## src/rtl/accum_max_sequencer.sv

```systemverilog
// accum_max_sequencer: valid-qualified window sequencer driving load/result strobes of a max-pool accumulator.
// Optional sticky overrun detection is compiled in when ACCUM_MAX_SEQ_OVERRUN_EN is defined.
module accum_max_sequencer #(
  parameter int DELAY_W  = 7,
  parameter int STRIDE_W = 16,
  parameter int COUNT_W  = 16
) (
  input  logic                clk_i,
  input  logic                rst_i,
  input  logic                run_i,
  input  logic                running_i,
  input  logic                in_valid_i,
  input  logic [DELAY_W-1:0]  delay0_i,
  input  logic [STRIDE_W-1:0] windowMinusOne_i,
  input  logic [COUNT_W-1:0]  numWindowsMinusOne_i,
  output logic                accumStart_o,
  output logic                resultValid_o,
  output logic [COUNT_W-1:0]  windowIndex_o,
  output logic                busy_o,
  output logic                done_o,
  output logic                overrun_o
);

  typedef enum logic [1:0] {
    IDLE  = 2'd0,
    DELAY = 2'd1,
    ACCUM = 2'd2,
    DONE  = 2'd3
  } state_t;

  state_t              state_q, state_d;
  logic [DELAY_W-1:0]  delayCnt_q, delayCnt_d;
  logic [STRIDE_W-1:0] winLim_q, winLim_d;
  logic [STRIDE_W-1:0] elemCnt_q, elemCnt_d;
  logic [COUNT_W-1:0]  numLim_q, numLim_d;
  logic [COUNT_W-1:0]  windowCnt_q, windowCnt_d;
  logic [COUNT_W-1:0]  windowIndex_q, windowIndex_d;
  logic                resultValid_q, resultValid_d;

  logic consume;
  logic lastElem;
  logic lastWindow;

  assign consume    = running_i && in_valid_i;
  assign lastElem   = (elemCnt_q == winLim_q);
  assign lastWindow = (windowCnt_q == numLim_q);

  always_comb begin
    state_d       = state_q;
    delayCnt_d    = delayCnt_q;
    winLim_d      = winLim_q;
    elemCnt_d     = elemCnt_q;
    numLim_d      = numLim_q;
    windowCnt_d   = windowCnt_q;
    windowIndex_d = windowIndex_q;
    resultValid_d = 1'b0;
    accumStart_o  = 1'b0;

    if ((state_q == ACCUM) && (elemCnt_q == '0) && consume) begin
      accumStart_o = 1'b1;
    end

    // run restarts from any state regardless of running; a coincident window completion is dropped
    if (run_i) begin
      delayCnt_d  = delay0_i;
      winLim_d    = windowMinusOne_i;
      numLim_d    = numWindowsMinusOne_i;
      elemCnt_d   = '0;
      windowCnt_d = '0;
      state_d     = (delay0_i != '0) ? DELAY : ACCUM;
    end else if (running_i) begin
      unique case (state_q)
        DELAY: begin
          if (delayCnt_q == DELAY_W'(1)) begin
            state_d = ACCUM;
          end else begin
            delayCnt_d = delayCnt_q - DELAY_W'(1);
          end
        end
        ACCUM: begin
          if (in_valid_i) begin
            if (lastElem) begin
              elemCnt_d     = '0;
              resultValid_d = 1'b1;
              windowIndex_d = windowCnt_q;
              if (lastWindow) begin
                state_d = DONE;
              end else begin
                windowCnt_d = windowCnt_q + COUNT_W'(1);
              end
            end else begin
              elemCnt_d = elemCnt_q + STRIDE_W'(1);
            end
          end
        end
        default: begin
        end
      endcase
    end
  end

  always_ff @(posedge clk_i) begin
    if (rst_i) begin
      state_q       <= IDLE;
      delayCnt_q    <= '0;
      winLim_q      <= '0;
      elemCnt_q     <= '0;
      numLim_q      <= '0;
      windowCnt_q   <= '0;
      windowIndex_q <= '0;
      resultValid_q <= 1'b0;
    end else begin
      state_q       <= state_d;
      delayCnt_q    <= delayCnt_d;
      winLim_q      <= winLim_d;
      elemCnt_q     <= elemCnt_d;
      numLim_q      <= numLim_d;
      windowCnt_q   <= windowCnt_d;
      windowIndex_q <= windowIndex_d;
      resultValid_q <= resultValid_d;
    end
  end

  assign resultValid_o = resultValid_q;
  assign windowIndex_o = windowIndex_q;
  assign busy_o        = (state_q == DELAY) || (state_q == ACCUM);
  assign done_o        = (state_q == DONE);

`ifdef ACCUM_MAX_SEQ_OVERRUN_EN
  logic overrun_q, overrun_d;
  logic armed_q, armed_d;

  // IDLE only counts as an overrun once a sequence has been started since reset
  always_comb begin
    armed_d   = armed_q || run_i;
    overrun_d = overrun_q;
    if (run_i) begin
      overrun_d = 1'b0;
    end else if (consume && ((state_q == DONE) || ((state_q == IDLE) && armed_q))) begin
      overrun_d = 1'b1;
    end
  end

  always_ff @(posedge clk_i) begin
    if (rst_i) begin
      overrun_q <= 1'b0;
      armed_q   <= 1'b0;
    end else begin
      overrun_q <= overrun_d;
      armed_q   <= armed_d;
    end
  end

  assign overrun_o = overrun_q;
`else
  assign overrun_o = 1'b0;
`endif

endmodule
```

## config.mk

```make
export PLATFORM = sky130hd
export DESIGN_NAME = accum_max_sequencer
export DESIGN_NICKNAME = d
export VERILOG_FILES = /design/src/rtl/accum_max_sequencer.sv
export SDC_FILE = /design/constraint.sdc
export NUM_CORES = 1
export LEC_CHECK = 0
export BUFFER_PORTS_ARGS = -buffer_cell sky130_fd_sc_hd__buf_2
export CAP_MARGIN = 20
export CORE_MARGIN = 2
export CORE_UTILIZATION = 50
export CTS_CLUSTER_DIAMETER = 100
export DETAILED_ROUTE_END_ITERATION = 7
export HOLD_SLACK_MARGIN = 0.08
export PLACE_DENSITY = 0.82
export SLEW_MARGIN = 25
export SYNTH_ARGS = -nofsm -noshare
export SYNTH_HDL_FRONTEND = slang
export SYNTH_SLANG_ARGS = --single-unit
```

## constraint.sdc

```tcl
create_clock -name clk_i -period 3 [get_ports clk_i]
set_input_delay 0.3 -clock clk_i [delete_from_list [all_inputs] [get_ports clk_i]]
set_output_delay 0.3 -clock clk_i [all_outputs]
set_load 0.05 [all_outputs]
```

==> flow_summary.toml, run 1 <==
[run_status]
outcome = "finished, final reports clean"

[placed_design]
place.gp.congestion = 0.836
portBuffers = 63
dp_hpwl_um = 6380

[synthesis]
yosysWarnings = 0
ys_types = 41
synthFlopType = "dfxtp_1"
syn_area_per_cell_um2 = 9.21
async_reset_ff_share_pct = 0
netlist_area_um2 = 4190
synth_edf_count = 0
syn_nets = 507
syn_inst = 455
yosysSeqAreaShare_pct = 43.0
synth-seq-cells = 90

[layout]
postLayoutCoreUtil_pct = 58.3
fillers = 720
layout_commonest_cell = "dfxtp_1"
finalNetCount = 561
syn2layout_area_growth_pct = 13.7
final_layout_size_suffix_gt1_share_pct = 17.9
diodes = 0
layout_common_cells = "90 x dfxtp_1, 86 x nor2_1, 63 x buf_2"

[cts]
h-tree-depth = 3
root_buffer = "clkbuf_8"
cts_resized = 0
cts_hold_buffers = 0
cts_setup_buffers = 0
cts_tree = "built"
clkTransAtPathRegs_ns = 0.10
cts_max_path_buffers = 2
clock-sinks = 90
insertion_delay_ns = 0.36
cts_buffers = 9

[floorplanning]
initial_core_util_pct = 51.3
dieWidth_um = 95.5
core_um2 = 8180
fp.dieArea_um2 = 9130
ios = 65
rows = 33
dieHeight_um = 95.5

[power]
p_leak_uw = 0.00212
max-vdd-ir-drop_uv = 346
power.density_nw_per_um2 = 509
power_uw = 2420

[setup_path]
start_kind = "flop"
crit_path_start = "elemCnt_q[5]"
worstPathMaxFanout = 17
crit_type = "reg2reg"
endpoint_kind = "flop"
worstReg2RegStart = "elemCnt_q[5]"
cp.required_ns = 3.29
arrival_ns = 2.51

[sta]
fin_skew_ns = 0.0115
hold_viol_final = 0
fin_tns_setup_ns = 0
max_freq_mhz = 451
min_period_over_period_pct = 73.9
rsz0062_at_grt = "no"
slew-limit-headroom_pct = 55.1
tightest_slew_ns = 0.673
fin_crit_ns = 2.22
setup-violations-final = 0
maxSlewViolCount = 0

[detailed_routing]
drc = 0
wirelength_um = 8900
vias = 3368
drtIter0Drc = 250
viasPerCell = 5.44
avgRoutedWirePerCell_um = 14.4
first_pass_iters = 7
ant_nets = 0

[global_route]
overflow = 0
first_global_vias = 3284
grt_use_total_pct = 20.5
antenna_found_initial = 0
grt_pass1_wl_um = 14900
grt_max_degree = 33

[hold_path]
hp-class = "in2reg"
hold_start = "numWindowsMinusOne_i[11]"

[run]
maxCapViolations = 0
[final cells by class]
cell class	instances	area, um^2	area share [%]
Timing Repair Buffer	66	338	7.09
Sequential cell	90	1800	37.8
Clock buffer	10	138	2.89
Inverter	9	33.8	0.709
Clock inverter	6	96.3	2.02
Multi-Input combinational cell	333	2220	46.7
Tap cell	105	131	2.76
[critical path, stage by stage, from the launching register on]
cell     delay, ns
dfxtp_1       0.36
xor2_1        0.17
nor4_1        0.41
and4_4        0.34
nand3_4       0.18
or4_1         0.55
a21oi_1       0.15
[cells by family after synthesis]
logic type	synth area share [%]
AO/OA/AOI/OAI	3.88
XOR/XNOR	12.1
adder cells (fa/ha/maj)	2.39
buffers and inverters	3.91
flip-flops	43.0
multiplexers	13.1
other	0.0895
AND/OR/NAND/NOR	21.5
[per-layer routing]
metal  vias up  share of wire [%]  track usage [%]
met5         -                  0                0
met4         0                2.0             7.14
met3        20                5.5             4.11
met2       111                 48             34.4
met1      1570                 45             26.2
li1       1667                  -                -
[through the flow]
step	area [um^2]	worst slack, ns	hold slack (ns)	instances
3_5_place_dp	4530	0.824	0.479	603
5_1_grt	4760	0.579	0.173	619
4_1_cts	4760	0.792	0.174	619
3_3_place_gp	4530	0.898	0.466	603
2_1_floorplan	4190	0.753	0.443	455
6_report	4760	0.782	0.174	619
[final timing paths]
path / cells past startpoint / slack [ns] / to
worst max-delay path: 6 / 0.78 / windowCnt_q[5]
worst min-delay path: 3 / 0.17 / numLim_q[11]
worst max register to register: 6 / 0.78 / windowCnt_q[5]
worst min register to register: 2 / 0.50 / windowIndex_o[8]
[power by group]
| part | leakage, uW | switching (uW) | internal, uW | total, uW |
|---|---|---|---|---|
| clock | 0.000115 | 451 | 502 | 953 |
| sequential | 0.000733 | 28.2 | 1230 | 1260 |
| combinational | 0.00127 | 121 | 91.9 | 213 |
[synthesized netlist by cell type, types with 2 or more instances]
cell      instances  area share (%)
dfxtp_1          90              43
nor2_1           86             7.7
mux2i_1          55              13
xor2_1           47             9.8
nand2_1          21             1.9
nand3_1          17             2.0
a21oi_1          14             1.7
nand4_1          13             1.9
nor4_1           11             1.6
xnor2_1          11             2.3
clkbuf_1         10            0.90
o21ai_0           9             1.1
ha_1              8             2.4
inv_1             8            0.72
or3_1             8             1.2
buf_2             6            0.72
and3_1            5            0.75
nor3_1            5            0.60
nor4_2            3            0.90
a211oi_1          2            0.36
and2_1            2            0.30
and4_1            2            0.42
buf_1             2            0.18
buf_6             2            0.54
or4_1             2            0.36
[registers in the layout (all words and copies together), names as in the netlist]
signal,flops
elemCnt_q,16
numLim_q,16
winLim_q,16
windowCnt_q,16
windowIndex_o,16
delayCnt_q,7
state_q,2
resultValid_o,1
No activity file was read; power rests on OpenSTA's default activity.
==> inputs of run 2 (changes only) <==
==> constraint.sdc (replaced) <==
create_clock -name clk_i -period 2.19 [get_ports clk_i]
set_input_delay 0.219 -clock clk_i [delete_from_list [all_inputs] [get_ports clk_i]]
set_output_delay 0.219 -clock clk_i [all_outputs]
set_load 0.05 [all_outputs]
==> run 2 against run 1 <==
Total power increased by 32%. Clock power is 22% higher. Core utilization grew 2.0 points. Die area unchanged. Largest cell class unchanged. Routed wire length is 6.4% higher. Global-route usage is 1.3 points higher. Cell count increased by 3.2%. Critical endpoint unchanged. Largest power group unchanged. Cell area grew 3.4%. Worst hold slack lost 0.093 ns. Worst setup slack got worse by 0.76 ns. Sequential share of layout area decreased by 1.2 points. Combinational power up 48%.
==> flow_summary.toml, run 2 (synthesis results as in run 1) <==
[run_status]
outcome = "finished, final reports clean"

[detailed_routing]
viasPerCell = 5.42
avgRoutedWirePerCell_um = 14.8
drtIter0Drc = 164
drc = 0
first_pass_iters = 4
wirelength_um = 9460
ant_nets = 0
vias = 3464

[layout]
seqCellArea_um2 = 1810
layoutNonFillerInstCount = 639
layout_common_cells = "87 x dfxtp_1, 86 x nor2_1, 63 x buf_2"
final_layout_size_suffix_gt1_share_pct = 21.5
syn2layout_area_growth_pct = 17.6
diodes = 0
design_area_um2 = 4930
multi_input_area_um2 = 2240
layout_commonest_cell = "dfxtp_1"
finalNetCount = 582
fillers = 689
postLayoutCoreUtil_pct = 60.3

[setup_path]
cp_slowest_stage_delay_ns = 0.56
worstPathMaxFanout = 17
arrival_ns = 2.47
crit_slowest_cell = "or4_1"
crit_type = "reg2reg"
cp.required_ns = 2.49
endpoint_kind = "flop"
start_kind = "flop"
worstPathCellList = "xor2_1 -> nor4_2 -> and4_4 -> nand3_4 -> or4_1 -> a21oi_1"

[hold_path]
hp-class = "in2reg"

[sta]
tightest_slew_ns = 0.504
slew-limit-headroom_pct = 66.1
rsz0062_at_grt = "yes"
max_freq_mhz = 462
min_period_over_period_pct = 98.8
setup-violations-final = 0
fin_hold_ws_ns = 0.0810
hold_viol_final = 0
maxSlewViolCount = 0
fin_crit_ns = 2.16
fin_skew_ns = 0.00816

[global_route]
met1_usage_pct = 25.8
first_global_vias = 3423
grt_max_degree = 28
use_met2_pct = 38.0
overflow = 0
grt_use_met3_pct = 4.27
antenna_found_initial = 0
grt_use_total_pct = 21.8
grt_pass1_wl_um = 15500
grt-busiest-layer = "met2"

[cts]
insertion_delay_ns = 0.37
cts_tree = "built"
root_buffer = "clkbuf_8"
clock-sinks = 90
clkTransAtPathRegs_ns = 0.09
cts_max_path_buffers = 2
h-tree-depth = 3
cts_buffers = 9

[placed_design]
place.gp.congestion = 0.861
dpl_cell_area_um2 = 4660
dp_cells = 619
portBuffers = 63
dp_hpwl_um = 6830

[power]
power_uw = 3190
power.density_nw_per_um2 = 648
max-vdd-ir-drop_uv = 435
p_leak_uw = 0.00221

[floorplanning]
dieHeight_um = 95.5
core_um2 = 8180
rows = 33
initial_core_util_pct = 51.3
dieWidth_um = 95.5
fp.dieArea_um2 = 9130
ios = 65

[run]
maxCapViolations = 0
[run 2: changes by cell type in the layout (fill, tap and decap cells not counted), sizes merged]
| cell | before | now |
|---|---|---|
| buf | 66 | 84 |
| dlygate4sd3 | 0 | 3 |
| bufinv | 2 | 1 |
| clkbuf | 10 | 9 |
| inv | 11 | 12 |
[run 2: stage by stage]
step           setup slack [ns]  setup TNS (ns)
2_1_floorplan            0.0241               0
3_3_place_gp              0.123               0
3_5_place_dp             0.0424               0
4_1_cts                 0.00150               0
5_1_grt                 -0.0586         -0.0586
6_report                 0.0252               0
[run 2: repair_timing]
action                     in CTS  in global routing
setup endpoints to repair       0                 18
buffers inserted                0                  2
hold endpoints to repair        3                  0
gates resized for setup         0                  6
hold buffers                    3                  0
[run 2: worst max-delay path: cells and delay by family, from the launching register on]
family / cells / cell delay [ns]
AND/OR/NAND/NOR: 4 / 1.38
flip-flops: 1 / 0.37
XOR/XNOR: 1 / 0.18
AO/OA/AOI/OAI: 1 / 0.16
[run 2: final cells by class]
class	instances	area share (%)
Multi-Input combinational cell	333	45.5
Sequential cell	90	36.6
Timing Repair Buffer	87	10.5
Tap cell	105	2.67
Clock buffer	9	2.51
Clock inverter	6	1.52
Inverter	9	0.686
[run 2: path summary, 6_finish.rpt]
kind	startpoint	to	slack, ns	depth (start not counted)
max	elemCnt_q[8]	windowCnt_q[5]	0.03	6
min	numWindowsMinusOne_i[11]	numLim_q[11]	0.08	3
max reg2reg	elemCnt_q[8]	windowCnt_q[5]	0.03	6
min reg2reg	windowIndex_o[2]	windowIndex_o[2]	0.50	2
[run 2: where the power goes]
part,switching [uW],internal [uW]
clock,619,539
sequential,39.4,1680
combinational,174,141
total,832,2360
[run 2: layer usage]
metal | wire length [um] | part of all wire, % | vias to the layer above
met5 | 0 | 0 | -
met4 | 186 | 2.0 | 0
met3 | 423 | 4.5 | 16
met2 | 4670 | 49 | 104
met1 | 4180 | 44 | 1639
li1 | - | - | 1705
==> inputs of run 3 (changes only) <==
--- a/config.mk
+++ b/config.mk
@@ -8,11 +8,11 @@
 export BUFFER_PORTS_ARGS = -buffer_cell sky130_fd_sc_hd__buf_2
 export CAP_MARGIN = 20
 export CORE_MARGIN = 2
-export CORE_UTILIZATION = 50
+export CORE_UTILIZATION = 56
 export CTS_CLUSTER_DIAMETER = 100
 export DETAILED_ROUTE_END_ITERATION = 7
 export HOLD_SLACK_MARGIN = 0.08
-export PLACE_DENSITY = 0.82
+export PLACE_DENSITY = 0.89
 export SLEW_MARGIN = 25
 export SYNTH_ARGS = -nofsm -noshare
 export SYNTH_HDL_FRONTEND = slang
==> run 3 against run 2 <==
Worst setup slack gained 0.12 ns. Non-clock buffer count shrank 3. First-iteration DRC count grew 69%. Global-route usage grew 1.9 points. Combinational power is essentially flat. Via count grew 0.43%. Largest power group unchanged. Highest routed layer unchanged.
==> flow_summary.toml, run 3 (synthesis results as in run 1) <==
[global_route]
antenna_found_initial = 0
first_global_vias = 3438
grt_use_total_pct = 23.7
grt_max_degree = 24
grt_pass1_wl_um = 15900
overflow = 0

[floorplanning]
initial_core_util_pct = 57.8
dieWidth_um = 90.5
rows = 31
ios = 65
fp.dieArea_um2 = 8190
dieHeight_um = 90.5
core_um2 = 7250

[run_status]
outcome = "finished, final reports clean"

[detailed_routing]
avgRoutedWirePerCell_um = 15.3
viasPerCell = 5.51
vias = 3479
drtIter0Drc = 277
drc = 0
wirelength_um = 9630
first_pass_iters = 5
ant_nets = 0

[placed_design]
portBuffers = 63
place.gp.congestion = 0.894
post-place-ws_ns = 0.114
dpl_cell_area_um2 = 4650
dp_hpwl_um = 7050

[cts]
h-tree-depth = 3
clkTransAtPathRegs_ns = 0.10
clock-sinks = 90
cts_max_path_buffers = 2
cts_buffers = 9
root_buffer = "clkbuf_8"
cts_hold_buffers = 0
insertion_delay_ns = 0.36
cts_tree = "built"

[power]
p_leak_uw = 0.00221
power.density_nw_per_um2 = 671
max-vdd-ir-drop_uv = 390

[layout]
layout_common_cells = "86 x nor2_1, 86 x dfxtp_1, 63 x buf_2"
finalNetCount = 579
design_area_um2 = 4910
diodes = 0
syn2layout_area_growth_pct = 17.3
multi_input_area_um2 = 2250
final_layout_size_suffix_gt1_share_pct = 22.4
seqCellArea_um2 = 1810
fillers = 549

[sta]
max_freq_mhz = 490
tightest_slew_ns = 0.553
hold_viol_final = 0
setup-violations-final = 0
layout_setup_ws_ns = 0.149
min_period_over_period_pct = 93.2
fin_skew_ns = 0.0168
slew-limit-headroom_pct = 62.8
maxSlewViolCount = 0
fin_crit_ns = 2.04

[setup_path]
worstPathMaxFanout = 14
crit_type = "reg2reg"
worst-path-buf-inv = 1
crit_slowest_cell = "or3_1"
arrival_ns = 2.33
cp_top_family = "simple AND/OR/NAND/NOR gates"
endpoint_kind = "flop"
start_kind = "flop"
cp_slowest_stage_delay_ns = 0.37
cp.required_ns = 2.48
worstPathCellList = "xor2_1 -> nor4_2 -> and4_4 -> nand3_4 -> buf_4 -> or3_1 -> a21oi_1"

[hold_path]
hp-class = "in2reg"

[run]
maxCapViolations = 0
run 3: changes by cell type in the layout (fill, tap and decap cells not counted):
cell / previous run / this run
inv_8: 1 / 0
dfxtp_1: 87 / 86
buf_12: 1 / 0
nor4_2: 5 / 7
bufinv_16: 1 / 2
clkinv_2: 0 / 1
dlygate4sd3_1: 3 / 0
dfxtp_2: 3 / 4
buf_4: 20 / 21
nor4_1: 9 / 7
run 3: worst paths after layout:
check	from	end	slack [ns]	depth (start not counted)
worst max-delay path	elemCnt_q[5]	windowCnt_q[10]	0.15	7
worst max register to register	elemCnt_q[5]	windowCnt_q[10]	0.15	7
worst min register to register	windowIndex_o[0]	windowIndex_o[0]	0.50	2
worst min-delay path	numWindowsMinusOne_i[11]	numLim_q[11]	0.08	3
run 3: stage by stage:
stage	power, uW	TNS, ns	utilization [%]	instances	hold WS, ns
3_3_place_gp	2040	0	64.1	614	0.452
2_1_floorplan	1960	0	-	455	0.362
6_report	3300	0	67.8	631	0.0823
4_1_cts	3300	0	67.2	630	0.0812
5_1_grt	3410	-0.00415	67.8	631	0.0870
3_5_place_dp	2060	0	64.1	614	0.463
run 3: worst register-to-register path, delay by kind of cell (launching register included):
kind,cells,cell delay (ns)
buffers and inverters,1,0.21
and+or+nand+nor,4,1.08
DFF,1,0.36
xor gates and xnor gates,1,0.18
AOI/OAI and AO/OA,1,0.16
run 3: timing repair:
| item | CTS | global route |
|---|---|---|
| setup endpoints to repair | 0 | 20 |
| gates resized for setup | 0 | 9 |
| setup buffers | 0 | 1 |
run 3: power breakdown:
group | leakage, uW | internal, uW | switching [uW] | total, uW
clock network | 0.000110 | 651 | 611 | 1260
registers | 0.000735 | 1680 | 39.4 | 1720
logic | 0.00137 | 138 | 175 | 312
run 3: area by class of cell:
cell class | instances | share of cell area [%]
Multi-Input combinational cell | 333 | 45.9
Inverter | 9 | 0.687
Clock buffer | 9 | 2.52
Clock inverter | 7 | 2.01
Tap cell | 99 | 2.52
Timing Repair Buffer | 84 | 9.62
Sequential cell | 90 | 36.8
run 3: layer usage:
metal,GRT usage [%],vias to the layer above,routed length (um)
met4,7.82,0,131
met1,28.6,1654,3980
li1,-,1692,-
met2,42.7,117,4950
met3,3.84,16,565
met5,0,-,0
